File: config.mk
export PLATFORM = sky130hd
export DESIGN_NAME = divider_datapath
export DESIGN_NICKNAME = d
export VERILOG_FILES = /design/src/rtl/divider_datapath.sv
export SDC_FILE = /design/constraint.sdc
export NUM_CORES = 1
export LEC_CHECK = 0
export CORE_ASPECT_RATIO = 0.5
export CORE_MARGIN = 3
export CORE_UTILIZATION = 32
export CTS_CLUSTER_DIAMETER = 40
export CTS_CLUSTER_SIZE = 25
export DETAILED_ROUTE_END_ITERATION = 7
export PLACE_DENSITY_LB_ADDON = 0.25
export SKIP_LAST_GASP = 1
export SLEW_MARGIN = 20
export SYNTH_ARGS = -nofsm -noshare
export SYNTH_HDL_FRONTEND = slang
export SYNTH_SLANG_ARGS = --single-unit
File: constraint.sdc
create_clock -name clk -period 2.3 [get_ports clk]
set_input_delay 0.23 -clock clk [delete_from_list [all_inputs] [get_ports clk]]
set_output_delay 0.23 -clock clk [all_outputs]
set_load 0.02 [all_outputs]
File: src/rtl/divider_datapath.sv
// ---------------------------------------------------------------------------
// divider_datapath
//
// Datapath for an 8-bit unsigned restoring divider. An external sequencer
// drives the control inputs. Each quotient bit takes two cycles: a trial
// subtract, then either a restore or a keep that also shifts.
//
// Ports
//   clk          : clock, rising-edge
//   reset        : synchronous, active-low reset
//   load         : capture operands and start a new division (beats all but reset)
//   add          : ALU op select, 1 = R+D, 0 = R-D
//   shift        : shift R/A/Q left by one this cycle
//   inbit        : quotient bit shifted into Q lsb on shift
//   sel[1:0]     : remainder source, 0 hold, 1 ALU, 2 clear, 3 keep
//   dividend[7:0]: unsigned dividend, sampled on load
//   divisor[7:0] : unsigned divisor, sampled on load
//   sign         : R[9], sign of the partial remainder register
//   quotient[7:0], remainder[7:0] : captured result
//   result_valid : quotient/remainder hold a completed result
//   div_by_zero  : divisor captured on the last load was zero
// ---------------------------------------------------------------------------
module divider_datapath (
    input  logic       clk,
    input  logic       reset,
    input  logic       load,
    input  logic       add,
    input  logic       shift,
    input  logic       inbit,
    input  logic [1:0] sel,
    input  logic [7:0] dividend,
    input  logic [7:0] divisor,
    output logic       sign,
    output logic [7:0] quotient,
    output logic [7:0] remainder,
    output logic       result_valid,
    output logic       div_by_zero
);

    localparam logic [1:0] SEL_HOLD  = 2'd0;
    localparam logic [1:0] SEL_ALU   = 2'd1;
    localparam logic [1:0] SEL_CLEAR = 2'd2;
    localparam logic [1:0] SEL_KEEP  = 2'd3;

    localparam logic [3:0] LAST_BIT  = 4'd7;
    localparam logic [3:0] CNT_DONE  = 4'd8;

    // Partial remainder is 10 bits. With a restored remainder below D (at most
    // 255), the shifted value stays below 512, so R-D lies in -255..510 and
    // bit 9 is a true sign bit.
    logic [9:0] r_q;
    logic [7:0] a_q;
    logic [7:0] d_q;
    logic [7:0] q_q;
    logic [3:0] cnt_q;

    logic [9:0] r_next;
    logic [9:0] alu_out;

    // ALU: add or subtract the zero-extended divisor, modulo 2^10.
    always_comb begin
        alu_out = add ? (r_q + {2'b00, d_q}) : (r_q - {2'b00, d_q});
    end

    // Remainder source mux, before any shift.
    always_comb begin
        r_next = r_q;
        case (sel)
            SEL_HOLD:  r_next = r_q;
            SEL_ALU:   r_next = alu_out;
            SEL_CLEAR: r_next = 10'd0;
            SEL_KEEP:  r_next = r_q;
            default:   r_next = r_q;
        endcase
    end

    // sign comes from the register itself. The sequencer reads it in the cycle
    // after the trial subtract lands in R.
    assign sign = r_q[9];

    always_ff @(posedge clk) begin
        if (!reset) begin
            r_q          <= 10'd0;
            a_q          <= 8'd0;
            d_q          <= 8'd0;
            q_q          <= 8'd0;
            cnt_q        <= 4'd0;
            quotient     <= 8'd0;
            remainder    <= 8'd0;
            result_valid <= 1'b0;
            div_by_zero  <= 1'b0;
        end else if (load) begin
            // The dividend msb is preloaded into R, so the first trial
            // subtract already works on the top bit.
            r_q          <= {9'd0, dividend[7]};
            a_q          <= {dividend[6:0], 1'b0};
            d_q          <= divisor;
            q_q          <= 8'd0;
            cnt_q        <= 4'd0;
            result_valid <= 1'b0;
            div_by_zero  <= (divisor == 8'd0);
        end else if (shift) begin
            r_q <= {r_next[8:0], a_q[7]};
            a_q <= {a_q[6:0], 1'b0};
            q_q <= {q_q[6:0], inbit};
            if (cnt_q != CNT_DONE) begin
                cnt_q <= cnt_q + 4'd1;
            end
            // The final remainder is the restored/kept R before the last
            // shift, so it is taken from r_next and not from r_q.
            if (cnt_q == LAST_BIT) begin
                quotient     <= {q_q[6:0], inbit};
                remainder    <= r_next[7:0];
                result_valid <= 1'b1;
            end
        end else begin
            r_q <= r_next;
        end
    end

endmodule

# Word-level counts from Yosys, hierarchy flattened
# Index checks and enable logic that the tools add are counted.
[op_classes]
n_addsub = 3
mul = 0
div = 0
order_cmp = 0
eq_ne = 6
shift = 0
muxes = 6
bitwise_logic = 2
reduce_logical = 8
[ops]
columns = ["operator", "count"]
rows = [
  ["$pmux W10 S3", 1],
  ["$mux W10", 2],
  ["$mux W8", 2],
  ["$add A10 B8 Y10", 1],
  ["$sub A10 B8 Y10", 1],
  ["$logic_not A8 Y1", 1],
  ["$add A4 B1 Y4 const B", 1],
  ["$eq A2 B2 Y1 const B", 2],
  ["$eq A4 B3 Y1 const B", 1],
  ["$ne A4 B4 Y1 const B", 1],
  ["$reduce_and A2 Y1", 2],
  ["$reduce_or A2 Y1", 2],
  ["$reduce_and A3 Y1", 1],
  ["$eq A2 B1 Y1 const B", 1],
  ["$logic_not A2 Y1", 1],
  ["$ne A2 B1 Y1 const B", 1],
  ["$not A1 Y1", 2],
  ["$reduce_bool A2 Y1", 1],
  ["$mux W1", 1],
]
[totals]
register_bits = 54
latch_bits = 0
mem_bits_rw = 0
romBits = 0
memories = 0

# Logic depth before layout (Yosys ltp)
[logic_depth]
ltp_word = 5
ltp_mapped = 13
depth_no_buf = 13

# Least setup slack after synthesis
# Ideal clock, no wire load.
[synth_timing]
path_kind = "flip-flop to flip-flop"
start = "register d_q[0]"
end = "register r_q[9]"
arrival_time_ps = 2422
slack_ps = -208
stages_incl_launch_ff = 11
path_buffers = 0
cell_sequence = "dfxtp_1 > inv_1 > ha_1 > mux2_2 > ha_1 > a21o_1 > a22o_1 > a2111oi_0 > o21ai_1 > xnor2_1 > a211oi_1"
[synth_via]
elab_chain_len = 4
elab_cells_between_ends = 5
cone_classes = "2 x add/sub; 3 x mux"
[synth_rtl]
columns = ["element", "line_no", "source"]
rows = [
  ["start, declared", "53", "logic [7:0] d_q;"],
  ["start signal, assigned", "97", "d_q <= divisor;"],
  ["$sub A10 B8 Y10 or $add A10 B8 Y10 (tied branches)", "62", "alu_out = add ? (r_q + {2'b00, d_q}) : (r_q - {2'b00, d_q});"],
  ["$mux W10 (*)", "62", ""],
  ["$pmux W10 S3 (*)", "68", "case (sel)"],
  ["$mux W10 (*)", "102", "end else if (shift) begin"],
  ["end signal, assigned", "95", "r_q <= {9'd0, dividend[7]};"],
  ["end signal, assigned", "103", "r_q <= {r_next[8:0], a_q[7]};"],
  ["end signal, assigned", "117", "r_q <= r_next;"],
  ["end, declared", "51", "logic [9:0] r_q;"],
]
# Mark *: on every way between the ends. The rest lies on a longest branch, timed or not.
# A chain may end at the register's enable or synchronous reset.

# Worst setup path in the final report
[layout_timing]
start = "register d_q[0]"
end = "register r_q[8]"
# The elaborated chain is that of the path after synthesis.

==> results.json <==
{
  "run_status": "complete, but fails checks",
  "violations": "setup timing",
  "crit_path_end": "r_q[8]",
  "worst-r2r-setup-slack_ns": -0.28,
  "ys_async_sr_fraction": 0,
  "globalRouteOverflowTotal": 0,
  "report.final.slew_viol_count": 0,
  "worstHoldPathType": "flip-flop to flip-flop",
  "yosysWarnings": 0,
  "first_global_vias": 2485,
  "final_cell_area_sq_mm": 0.00399,
  "antenna_found_initial": 0,
  "drcViolationCount": 0,
  "layout_setup_ws_ns": -0.276,
  "worst_reg2reg_path_depth": 13,
  "diodes": 0,
  "die_area_sq_mm": 0.0100,
  "grt.total_usage": 0.140,
  "max_cap_violations": 0,
  "worstHoldStart": "result_valid",
  "clk_pin_slew_ns": 0.07,
  "critical_path_class": "flip-flop to flip-flop",
  "netlist_area_sq_mm": 0.00281,
  "pin_count_of_the_biggest_net_entering_global_routing": 34,
  "rsz0062_at_grt": "true",
  "timing.fmax_mhz": 388,
  "ys_seq_area_frac": 0.385,
  "synth_cell_types": 47,
  "drt-wirelength-per-cell_microns": 14.3,
  "worstPathCellList": "inv_4 > ha_4 > nand2_4 > nor3_2 > nor2_1 > xor2_1 > ha_1 > a21o_1 > buf_6 > o41ai_4 > xnor2_1 > a22oi_2 > a211oi_1",
  "cts.sink_count": 54,
  "grt_pass1_wl_microns": 11600,
  "placement.io_buffers": 42,
  "drt_iter0_markers": 127,
  "synthFlopType": "dfxtp_1",
  "final-setup-viol-count": 10,
  "slowest_stage_cell_crit_path": "dfxtp_4",
  "fillerInstances": 751,
  "path_depth": 13,
  "dieHeight_microns": 72.2,
  "tritoncts.num_buffers": 5,
  "via_count": 2496,
  "die_width_microns": 138,
  "leakage_nw": 1.70,
  "total_count_of_hold_check_failures_in_the_final_report": 0,
  "cts_hold_repair.buffers": 0,
  "preCtsSetupSlack_ns": -0.551,
  "critical_path.max_stage_delay_ns": 0.37,
  "drt-vias-per-instance": 4.92,
  "portion_of_the_clock_cycle_consumed_by_the_worst_path_in_the_final_layout": 1.12,
  "synth.net_count": 360,
  "core_area_sq_mm": 0.00826,
  "netlist_instances": 322,
  "globalplace.congestion": 0.957,
  "multiInputGateArea_sq_mm": 0.00184,
  "dr.pass1.iters": 4,
  "clock-skew-final_ns": 0.00624,
  "clock_latency_ns": 0.30,
  "floorplan.io_pins": 43,
  "cts_tree": "built",
  "worstMarginPinSlew_ns": 0.421,
  "cp_data_arrival_time_ns": 2.78,
  "start_util": 0.340,
  "startpoint_class_of_the_critical_path": "flip-flop",
  "critical_path.startpoint": "d_q[0]",
  "cp.required_ns": 2.51,
  "fin_total_pwr_mw": 2.24,
  "end_kind": "flip-flop",
  "synth-seq-cells": 54,
  "syn-mean-instance-area_sq_um": 8.72,
  "area.growth.synth_to_final_pct": 42.2,
  "synth-edff-count": 0,
  "cts_root_buf": "clkbuf_16",
  "vdd_ir_drop_max_v": 0.000305,
  "cts_max_path_buffers": 2,
  "nNetsFinal": 432,
  "finalSetupTns_ns": -2.29,
  "detailedPlacementHpwl_microns": 5220,
  "critical_path.reg2reg.endpoint": "r_q[8]",
  "rows": 23,
  "power_per_cell_area_mw_per_mm2": 560,
  "r2r_start": "d_q[0]",
  "finalWirelength_microns": 7270,
  "clock_tree.htree_level_count": 2,
  "worst_hold_slack_ns": 0.451,
  "worstPathMaxFanout": 4,
  "ant_nets": 0,
  "critPathBufInv": 2,
  "slew_headroom": 0.716,
  "storage_element_area_sq_mm": 0.00109,
  "detailed_place.area_sq_mm": 0.00356,
  "final.min_clock_period_ns": 2.58,
  "final_layout_size_suffix_gt1_frac": 0.233,
  "critPathTopFamily": "compound AO/OA/AOI/OAI gates"
}
==> sequential cells by signal (all words and copies together), names as in the netlist <==
register and flops:
quotient 8, div_by_zero 1, cnt_q 4, d_q 8, r_q 10, result_valid 1, q_q 7, a_q 7
remainder 8
==> worst min-delay path, cell delays in order (launching register included) <==
cell,delay [ns]
dfxtp_1,0.31
inv_1,0.05
a21oi_1,0.05
==> layer usage <==
layer	vias to the layer above	routed length (microns)	global-route usage
li1	1273	-	-
met4	0	81	0.0340
met2	29	3630	0.253
met3	10	192	0.0316
met1	1184	3360	0.173
met5	-	0	0
==> Yosys cell counts, types with 2 or more instances <==
library cell,n,area share
a211oi_1,11,0.029
dfxtp_1,54,0.39
a22oi_1,2,0.0053
o21ai_1,4,0.0071
nor4_1,4,0.0089
nand2_1,39,0.052
nor2_1,26,0.035
or3_1,2,0.0045
nor3b_1,2,0.0053
o21ai_0,11,0.020
mux2i_1,23,0.082
a21o_1,4,0.011
clkbuf_1,11,0.015
nor2b_1,12,0.027
nand2b_1,4,0.0089
xor2_1,8,0.025
and2_1,11,0.025
ha_1,13,0.058
a31oi_1,2,0.0045
nand3_1,3,0.0053
nor3_1,6,0.011
o211a_1,7,0.025
xnor2_1,3,0.0094
buf_2,6,0.011
inv_1,11,0.015
a21boi_1,9,0.024
a21oi_1,14,0.025
==> final cells by class <==
type	count	area share
inverters	12	0.0119
well taps	112	0.0351
multi-input cells	239	0.460
repair buffers	82	0.182
clock buffers	5	0.0313
clock inverters	3	0.00721
flip-flops and latches	54	0.273
==> stage by stage <==
stage                     std cells  utilization
after floorplan                 322            -
after global placement          491        0.432
after detailed placement        491        0.432
after CTS                       504        0.467
after global routing            507        0.483
final                           507        0.483
==> worst min path at each step <==
| stage | slack [ns] | to | depth (start not counted) |
|---|---|---|---|
| after floorplan | 0.36 | quotient[0] | 2 |
| after global placement | 0.44 | result_valid | 2 |
| after detailed placement | 0.44 | result_valid | 2 |
| after CTS | 0.45 | result_valid | 2 |
| after global routing | 0.47 | result_valid | 2 |
| final | 0.45 | result_valid | 2 |
==> placed cells by master, fill, tap and decap left out, types with 3 or more instances in the layout <==
| cell | Yosys | layout |
|---|---|---|
| mux2i_1 | 23 | 23 |
| a211oi_1 | 11 | 7 |
| clkdlybuf4s50_1 | 0 | 42 |
| and2_1 | 11 | 9 |
| ha_1 | 13 | 7 |
| nand2b_1 | 4 | 4 |
| xor2_1 | 8 | 8 |
| o211a_1 | 7 | 7 |
| xnor2_1 | 3 | 3 |
| clkbuf_16 | 0 | 5 |
| nor2b_1 | 12 | 11 |
| inv_1 | 11 | 9 |
| o21ai_0 | 11 | 9 |
| a21o_1 | 4 | 4 |
| a21boi_1 | 9 | 9 |
| nor4_1 | 4 | 3 |
| ha_2 | 0 | 4 |
| nor3_2 | 0 | 3 |
| nor2_1 | 26 | 23 |
| a21oi_1 | 14 | 11 |
| nand2_1 | 39 | 38 |
| dfxtp_1 | 54 | 52 |
| and2_4 | 0 | 3 |
| a211oi_2 | 0 | 3 |
| nand3_1 | 3 | 3 |
| a21oi_2 | 0 | 3 |
| o21ai_1 | 4 | 4 |
| buf_4 | 0 | 39 |
| nor2_2 | 0 | 3 |
==> kinds of logic after synthesis <==
| family | share of synthesized area |
|---|---|
| DFF | 0.385 |
| buffers and inverters | 0.0415 |
| xor gates and xnor gates | 0.0343 |
| muxes | 0.0860 |
| and+or+nand+nor | 0.199 |
| AOI/OAI and AO/OA | 0.189 |
| adders and majority gates | 0.0651 |
==> power by group <==
| group | total [mW] | switching, mW | leakage (nW) | internal [mW] |
|---|---|---|---|---|
| Clock | 0.787 | 0.369 | 0.0763 | 0.418 |
| Combinational | 0.467 | 0.230 | 1.18 | 0.237 |
| Sequential | 0.982 | 0.0232 | 0.440 | 0.959 |
| Total | 2.24 | 0.623 | 1.70 | 1.61 |
==> timing repair <==
action	in CTS	in global routing
setup buffers	5	3
resized for setup	19	27
pin swaps	11	16
endpoints found under the setup margin	14	14
Power figures use the tool's default switching activity.
